`config.mk`:
```
export PLATFORM = sky130hd
export DESIGN_NAME = picorv_mem_arbiter
export DESIGN_NICKNAME = d
export VERILOG_FILES = /design/src/rtl/picorv_mem_arb_pkg.sv /design/src/rtl/picorv_rr_pick2.sv /design/src/rtl/picorv_mem_arbiter.sv
export SDC_FILE = /design/constraint.sdc
export NUM_CORES = 1
export LEC_CHECK = 0
export ABC_AREA = 1
export BUFFER_PORTS_ARGS = -buffer_cell sky130_fd_sc_hd__buf_2
export CORE_MARGIN = 2
export CORE_UTILIZATION = 40
export DETAILED_ROUTE_END_ITERATION = 12
export GPL_ROUTABILITY_DRIVEN = 1
export MAX_ROUTING_LAYER = met4
export PLACE_DENSITY = 0.7
export SKIP_LAST_GASP = 1
export SYNTH_ARGS = -nofsm -noshare
export SYNTH_HDL_FRONTEND = slang
export SYNTH_SLANG_ARGS = --single-unit
```
`constraint.sdc`:
```
create_clock -name clock -period 2.77 [get_ports clock]
set_input_delay 0 -clock clock [delete_from_list [all_inputs] [get_ports clock]]
set_output_delay 0 -clock clock [all_outputs]
set_load 0.01 [all_outputs]
```
`src/rtl/picorv_mem_arb_pkg.sv`:
```
// Shared constants for the PicoRV two-requester memory arbiter.
package picorv_mem_arb_pkg;

  localparam logic [1:0] ST_IDLE = 2'd0;
  localparam logic [1:0] ST_BUSY = 2'd1;
  localparam logic [1:0] ST_RESP = 2'd2;

  localparam logic GNT_M0 = 1'b0;
  localparam logic GNT_M1 = 1'b1;

  // Every bit of the read data returned on a timed-out transaction takes this value.
  localparam logic TIMEOUT_RDATA_FILL = 1'b1;

endpackage

```
`src/rtl/picorv_rr_pick2.sv`:
```
// Combinational 2-way picker: a sole requester wins, contention is settled by last/round_robin.
module picorv_rr_pick2
  import picorv_mem_arb_pkg::*;
(
  input  logic [1:0] req,
  input  logic       last,
  input  logic       round_robin,
  output logic       any,
  output logic       winner
);

  always_comb begin
    any    = |req;
    winner = GNT_M0;
    if (req == 2'b10) begin
      winner = GNT_M1;
    end else if (req == 2'b11) begin
      winner = round_robin ? ~last : GNT_M0;
    end
  end

endmodule

```
`src/rtl/picorv_mem_arbiter.sv`:
```
// Two-requester arbiter in front of one PicoRV memory port, one locked transaction at a time.
// Optional slave response timeout is enabled with `define PICORV_MEM_ARB_TIMEOUT_EN.
module picorv_mem_arbiter
  import picorv_mem_arb_pkg::*;
#(
  parameter int unsigned ROUND_ROBIN = 1,
  parameter int unsigned XLEN        = 32,
  parameter int unsigned TIMEOUT     = 256
) (
  input  logic            clock,
  input  logic            resetn,

  input  logic            m0_valid,
  output logic            m0_ready,
  input  logic            m0_insn,
  input  logic [XLEN-1:0] m0_addr,
  input  logic [XLEN-1:0] m0_wdata,
  input  logic [3:0]      m0_wstrb,
  output logic [XLEN-1:0] m0_rdata,

  input  logic            m1_valid,
  output logic            m1_ready,
  input  logic            m1_insn,
  input  logic [XLEN-1:0] m1_addr,
  input  logic [XLEN-1:0] m1_wdata,
  input  logic [3:0]      m1_wstrb,
  output logic [XLEN-1:0] m1_rdata,

  output logic            s_valid,
  input  logic            s_ready,
  output logic            s_insn,
  output logic [XLEN-1:0] s_addr,
  output logic [XLEN-1:0] s_wdata,
  output logic [3:0]      s_wstrb,
  input  logic [XLEN-1:0] s_rdata,

  output logic            timeout_err
);

  if (TIMEOUT < 2) begin : g_bad_timeout
    $error("picorv_mem_arbiter: TIMEOUT must be >= 2");
  end

  logic [1:0]      state;
  logic            gnt;
  logic            last;
  logic            pick_any;
  logic            pick_winner;
  logic            tmo_hit;
  logic            done;
  logic [XLEN-1:0] resp_data;

  logic            req_insn;
  logic [XLEN-1:0] req_addr;
  logic [XLEN-1:0] req_wdata;
  logic [3:0]      req_wstrb;

  picorv_rr_pick2 u_pick (
    .req         ({m1_valid, m0_valid}),
    .last        (last),
    .round_robin (ROUND_ROBIN != 0),
    .any         (pick_any),
    .winner      (pick_winner)
  );

  always_comb begin
    req_insn  = m0_insn;
    req_addr  = m0_addr;
    req_wdata = m0_wdata;
    req_wstrb = m0_wstrb;
    if (pick_winner == GNT_M1) begin
      req_insn  = m1_insn;
      req_addr  = m1_addr;
      req_wdata = m1_wdata;
      req_wstrb = m1_wstrb;
    end
  end

`ifdef PICORV_MEM_ARB_TIMEOUT_EN
  localparam int unsigned   CNT_W    = $clog2(TIMEOUT);
  localparam logic [CNT_W-1:0] CNT_LAST = CNT_W'(TIMEOUT - 1);

  logic [CNT_W-1:0] tmo_cnt;

  // Held at zero outside BUSY, which is the same as clearing it on entry.
  always_ff @(posedge clock) begin
    if (!resetn || state != ST_BUSY) begin
      tmo_cnt <= '0;
    end else if (!s_ready) begin
      tmo_cnt <= tmo_cnt + 1'b1;
    end
  end

  assign tmo_hit = (state == ST_BUSY) && !s_ready && (tmo_cnt == CNT_LAST);
`else
  assign tmo_hit     = 1'b0;
  assign timeout_err = 1'b0;
`endif

  // A timeout never fires in the same cycle as s_ready, so a late response still wins.
  assign done      = (state == ST_BUSY) && (s_ready || tmo_hit);
  assign resp_data = tmo_hit ? {XLEN{TIMEOUT_RDATA_FILL}} : s_rdata;

  always_ff @(posedge clock) begin
    if (!resetn) begin
      state    <= ST_IDLE;
      gnt      <= GNT_M0;
      last     <= GNT_M1;
      s_valid  <= 1'b0;
      s_insn   <= 1'b0;
      s_addr   <= '0;
      s_wdata  <= '0;
      s_wstrb  <= '0;
      m0_ready <= 1'b0;
      m1_ready <= 1'b0;
      m0_rdata <= '0;
      m1_rdata <= '0;
`ifdef PICORV_MEM_ARB_TIMEOUT_EN
      timeout_err <= 1'b0;
`endif
    end else begin
      m0_ready <= 1'b0;
      m1_ready <= 1'b0;
`ifdef PICORV_MEM_ARB_TIMEOUT_EN
      timeout_err <= 1'b0;
`endif
      case (state)
        ST_IDLE: begin
          if (pick_any) begin
            s_valid <= 1'b1;
            s_insn  <= req_insn;
            s_addr  <= req_addr;
            s_wdata <= req_wdata;
            s_wstrb <= req_wstrb;
            gnt     <= pick_winner;
            state   <= ST_BUSY;
          end
        end
        ST_BUSY: begin
          if (done) begin
            s_valid <= 1'b0;
            last    <= gnt;
            state   <= ST_RESP;
            if (gnt == GNT_M1) begin
              m1_ready <= 1'b1;
              m1_rdata <= resp_data;
            end else begin
              m0_ready <= 1'b1;
              m0_rdata <= resp_data;
            end
`ifdef PICORV_MEM_ARB_TIMEOUT_EN
            timeout_err <= tmo_hit;
`endif
          end
        end
        ST_RESP: state <= ST_IDLE;
        default: state <= ST_IDLE;
      endcase
    end
  end

endmodule

```
## Word-level counts from Yosys, hierarchy flattened

Cells that the tools add are included.

| storage, ports and cells | value |
|---|---|
| register bits after elaboration | 140 |
| input bits | 175 |
| output and inout bits | 137 |

| cells by class | value |
|---|---|
| eq/ne operators | 5 |
| muxes and demuxes | 14 |
| bitwise logic cells | 2 |
| reduce and logical (&&, ||, !) cells | 11 |

Operator list:

| kind | number |
|---|---|
| 32-bit two-way mux | 2 |
| 3-bit AND reduction | 4 |
| 1-bit two-way mux | 7 |
| 2-bit AND reduction | 3 |
| 2-bit equality test, second input constant | 2 |
| 2-bit two-way mux | 2 |
| 4-bit two-way mux | 1 |
| 2-bit inequality test, second input constant | 2 |
| 2-bit one-hot mux with 2 select lines | 1 |
| 2-bit by 1-bit equality test with 1-bit output, second input constant | 1 |
| 2-bit zero test | 1 |
| 1-bit inverter | 2 |
| 1-bit one-hot mux with 2 select lines | 1 |
| 2-bit nonzero test | 1 |
| 2-bit OR reduction | 1 |
| 1-bit logical AND | 1 |

## Logic depth before layout (Yosys ltp)

| depth | value |
|---|---|
| word-level depth | 4 |
| mapped depth | 8 |
| depth with buffers taken out | 6 |

## By module

Synthesis repeated with hierarchy kept, for this count alone.

| unflattened totals | value |
|---|---|
| cell total of the unflattened synthesis | 914 |
| area total of the unflattened synthesis | 6178.4 µm² |

By module, submodules not included:

| module | times used | cells an instance | area each (µm²) | sequential area each (µm²) |
|---|---|---|---|---|
| picorv_mem_arbiter | 1 | 905 | 6134.6 | 2802.7 |
| picorv_rr_pick2 | 1 | 9 | 43.8 | 0.0 |

## Least setup slack after synthesis

OpenSTA, ideal clock, no wires.

| path | value |
|---|---|
| path type | register -> register |
| from | register state[0] |
| to | register s_addr[30] |
| library setup time | 111 ps |
| arrival time | 1021 ps |
| required time | 2659 ps |
| path slack | 1637 ps |
| cell stages (with the launch flop) | 9 |
| clock period less this slack | 1133 ps |
| cell sequence | dfxtp_1 inv_2 nand2_1 nor2_4 buf_6 buf_6 nand2_1 nor2_1 nor2_1 |

| between the ends | value |
|---|---|
| word-level cells in the longest chain between the ends | 2 |

RTL lines:

| element | line | RTL |
|---|---|---|
| from (decl) | picorv_mem_arbiter.sv:44 | `logic [1:0] state;` |
| from (signal assigned) | picorv_mem_arbiter.sv:106 | `state <= ST_IDLE;` |
| from (signal assigned) | picorv_mem_arbiter.sv:136 | `state <= ST_BUSY;` |
| from (signal assigned) | picorv_mem_arbiter.sv:143 | `state <= ST_RESP;` |
| 2-bit zero test | picorv_mem_arbiter.sv:127 | `case (state)` |
| 2-bit AND reduction (no line) | -- |  |
| to (signal assigned) | picorv_mem_arbiter.sv:132 | `s_addr <= req_addr;` |
| to (decl) | picorv_mem_arbiter.sv:32 | `output logic [XLEN-1:0] s_addr,` |

Every way passes these cells.
A chain may end at the register's enable or synchronous reset.

## Worst setup path after layout

| path | value |
|---|---|
| from | register last |
| to | register s_wdata[6] |

| between the ends | value |
|---|---|
| word-level cells in the longest chain between the ends | 4 |

RTL lines:

| element | line | RTL |
|---|---|---|
| from (decl) | picorv_mem_arbiter.sv:46 | `logic last;` |
| from (signal assigned) | picorv_mem_arbiter.sv:142 | `last <= gnt;` |
| 1-bit inverter | picorv_rr_pick2.sv:18 | `winner = round_robin ? ~last : GNT_M0;` |
| 1-bit two-way mux | picorv_rr_pick2.sv:17 | `end else if (req == 2'b11) begin` |
| 1-bit two-way mux | picorv_rr_pick2.sv:15 | `if (req == 2'b10) begin` |
| 32-bit two-way mux | picorv_mem_arbiter.sv:71 | `if (pick_winner == GNT_M1) begin` |
| to (signal assigned) | picorv_mem_arbiter.sv:133 | `s_wdata <= req_wdata;` |
| to (decl) | picorv_mem_arbiter.sv:33 | `output logic [XLEN-1:0] s_wdata,` |

Every way passes these cells.

==> impl_metrics.json <==
{
  "outcome": "completed",
  "drt_iter0_markers": 421,
  "grt_pass1_wl_mm": 35.2,
  "ys_warn_count": 0,
  "start_kind": "flop",
  "power_frac_clock": 0.389,
  "grt_start_max_net_pins": 79,
  "avgSynthCellArea_um2": 6.10,
  "final_cells": 1790,
  "grt_overflow": 0,
  "row_count": 47,
  "via_count": 8044,
  "dr.pass1.iters": 5,
  "rsz0062_at_grt": "false",
  "drt_drc_violations_left": 0,
  "cts_made_buffers": 17,
  "gp_congestion": 0.875,
  "tns_ns": 0,
  "io_buffers": 310,
  "drtAntennaViolNets": 0,
  "initial_utilization": 0.410,
  "cp_max_fo": 78,
  "final_common_cell": "nand2_1",
  "cts_buffer_depth": 2,
  "design_area_um2": 10700,
  "cts_root_buffer": "clkbuf_16",
  "grt_antenna_before_repair": 1,
  "pwr-share-seq": 0.378,
  "synth_cell_types": 19,
  "syn_nets": 1290,
  "syn-cell-area_um2": 6800,
  "switching_share": 0.298,
  "synth-edff-count": 0,
  "final_hold_viol_count": 0,
  "tightestPinTransition_ns": 0.797,
  "htree_levels": 4,
  "maxSlewViolCount": 0,
  "max_freq_mhz": 452,
  "cp.required_ns": 3.12,
  "cts_tree": "yes",
  "drive_above_1_share": 0.229,
  "worstHoldPathType": "in -> reg",
  "cts_resized": 0,
  "irDropWorstVdd_uv": 409,
  "syn_inst": 1115,
  "via_per_inst": 4.49,
  "placed_area_um2": 8380,
  "die-width_um": 134,
  "grt_pass1_vias": 7714,
  "power_density_nw_per_um2": 559,
  "period_minus_slack_ns": 2.21,
  "slew_headroom": 0.467,
  "cts_setup_buffers": 0,
  "yosysSeqAreaShare": 0.412,
  "worst_skew_pair.late_latency_ns": 0.42,
  "ys_ff_latch": 140,
  "dieArea_um2": 18100,
  "worstSetupPathType": "reg -> reg",
  "drv_cap": 0,
  "grt.total_usage": 0.248,
  "finalCritPeriodShare": 0.799,
  "synth_flop_cell": "dfxtp_1",
  "drt-total-wl_mm": 21.8,
  "leakage_nw": 6.23,
  "die_y_um": 134,
  "worstSetupEndpointType": "flop",
  "power_frac_comb": 0.233,
  "clk_pin_slew_ns": 0.06,
  "nFillCells": 1492,
  "wl_per_cell_um": 12.2,
  "p_int_mw": 4.20,
  "area_delta_synth_final_pct": 57.5,
  "dp_hpwl_mm": 13.9,
  "setup_viol": 0,
  "ios": 312,
  "finalClockSkew_ns": 0.00945,
  "final_nets": 1731,
  "numClockSinks": 140,
  "dp_cells": 1585,
  "final_cell_mix": "nand2_1, buf_2, nor2_1",
  "p_switching_mw": 1.78,
  "core_area_um2": 16600,
  "async_reset_ff_frac": 0,
  "cp_data_arrival_time_ns": 2.57
}
-- worst max-delay path, cell delays in order, from the launching register on --
cell,delay (ns)
dfxtp_1,0.33
nand2_1,0.10
nand2_4,0.44
buf_12,0.37
nand2_1,0.09
nand2_1,0.07
nor2_1,0.05
dlygate4sd3_1,0.56
nor2_1,0.09
-- path summary, 6_finish.rpt --
kind	slack, ns	cells past startpoint	start	to
max	0.56	8	last$_SDFFE_PN1P_	s_wdata[6]$_SDFFE_PN0P_
min	0.03	4	m0_valid	gnt$_SDFFE_PN0P_
max reg2reg	0.56	8	last$_SDFFE_PN1P_	s_wdata[6]$_SDFFE_PN0P_
min reg2reg	0.46	2	m1_rdata[17]$_SDFFE_PN0P_	m1_rdata[17]$_SDFFE_PN0P_
-- per-stage QoR --
stage	hold WS, ns	worst slack [ns]	total power [mW]	util
2_1_floorplan	0.138	1.64	2.99	-
3_3_place_gp	0.237	1.07	3.40	0.506
3_5_place_dp	0.244	1.02	3.41	0.506
4_1_cts	0.0143	0.558	6.02	0.646
5_1_grt	0.0487	0.299	6.31	0.646
6_report	0.0314	0.558	5.99	0.646
-- cell usage after synthesis (3+ instances only) --
| cell | number | area, µm² |
|---|---|---|
| nand3_1 | 66 | 330 |
| nor2_4 | 4 | 45.0 |
| nand4_1 | 32 | 200 |
| inv_1 | 172 | 646 |
| inv_2 | 3 | 11.3 |
| buf_2 | 41 | 205 |
| clkbuf_1 | 10 | 37.5 |
| nor2_1 | 275 | 1030 |
| nand2_1 | 347 | 1300 |
| a21oi_1 | 3 | 15.0 |
| buf_4 | 13 | 97.6 |
| dfxtp_1 | 140 | 2800 |
-- layout make-up --
| class | instances | area [µm²] | area share |
|---|---|---|---|
| Tap cell | 220 | 275 | 0.0257 |
| Sequential cell | 140 | 2800 | 0.262 |
| Multi-Input combinational cell | 732 | 2990 | 0.279 |
| Antenna cell | 1 | 2.50 | 0.000234 |
| Clock inverter | 14 | 170 | 0.0159 |
| Inverter | 175 | 657 | 0.0613 |
| Clock buffer | 18 | 429 | 0.0401 |
| Timing Repair Buffer | 490 | 3390 | 0.316 |
-- flip-flops by register name, indices dropped and copies added (netlist names), 2 cells and up --
register / flops
s_wstrb: 4
m1_rdata: 32
state: 2
s_addr: 32
m0_rdata: 32
s_wdata: 32
-- power by group through the flow --
stage | sequential [mW] | clock (mW) | combinational [mW]
floorplan | 2.38 | 0 | 0.614
global placement | 2.30 | 0 | 1.10
detailed placement | 2.30 | 0 | 1.11
CTS | 2.26 | 2.37 | 1.39
global route | 2.28 | 2.46 | 1.57
finish | 2.26 | 2.33 | 1.40
-- repair_timing --
| item | 4_1_cts | 5_1_grt |
|---|---|---|
| hold buffers | 172 | 0 |
| endpoints found under the hold margin | 137 | 0 |
| setup endpoints to repair | 0 | 0 |
-- metal layers --
metal  global-route usage  vias up  share of wire
met3               0.0552       74          0.058
met4                0.119        0          0.046
met5                    -        -              0
met1                0.272     3533           0.41
li1                     -     4152              -
met2                0.424      285           0.49
-- kinds of logic after synthesis --
family	after synthesis	share of synthesized area
compound gates	4	0.00350
buf+inv	243	0.151
flops	140	0.412
other cells	1	0.000551
simple gates	727	0.433
Note: power is estimated with default switching activity, not from simulation.
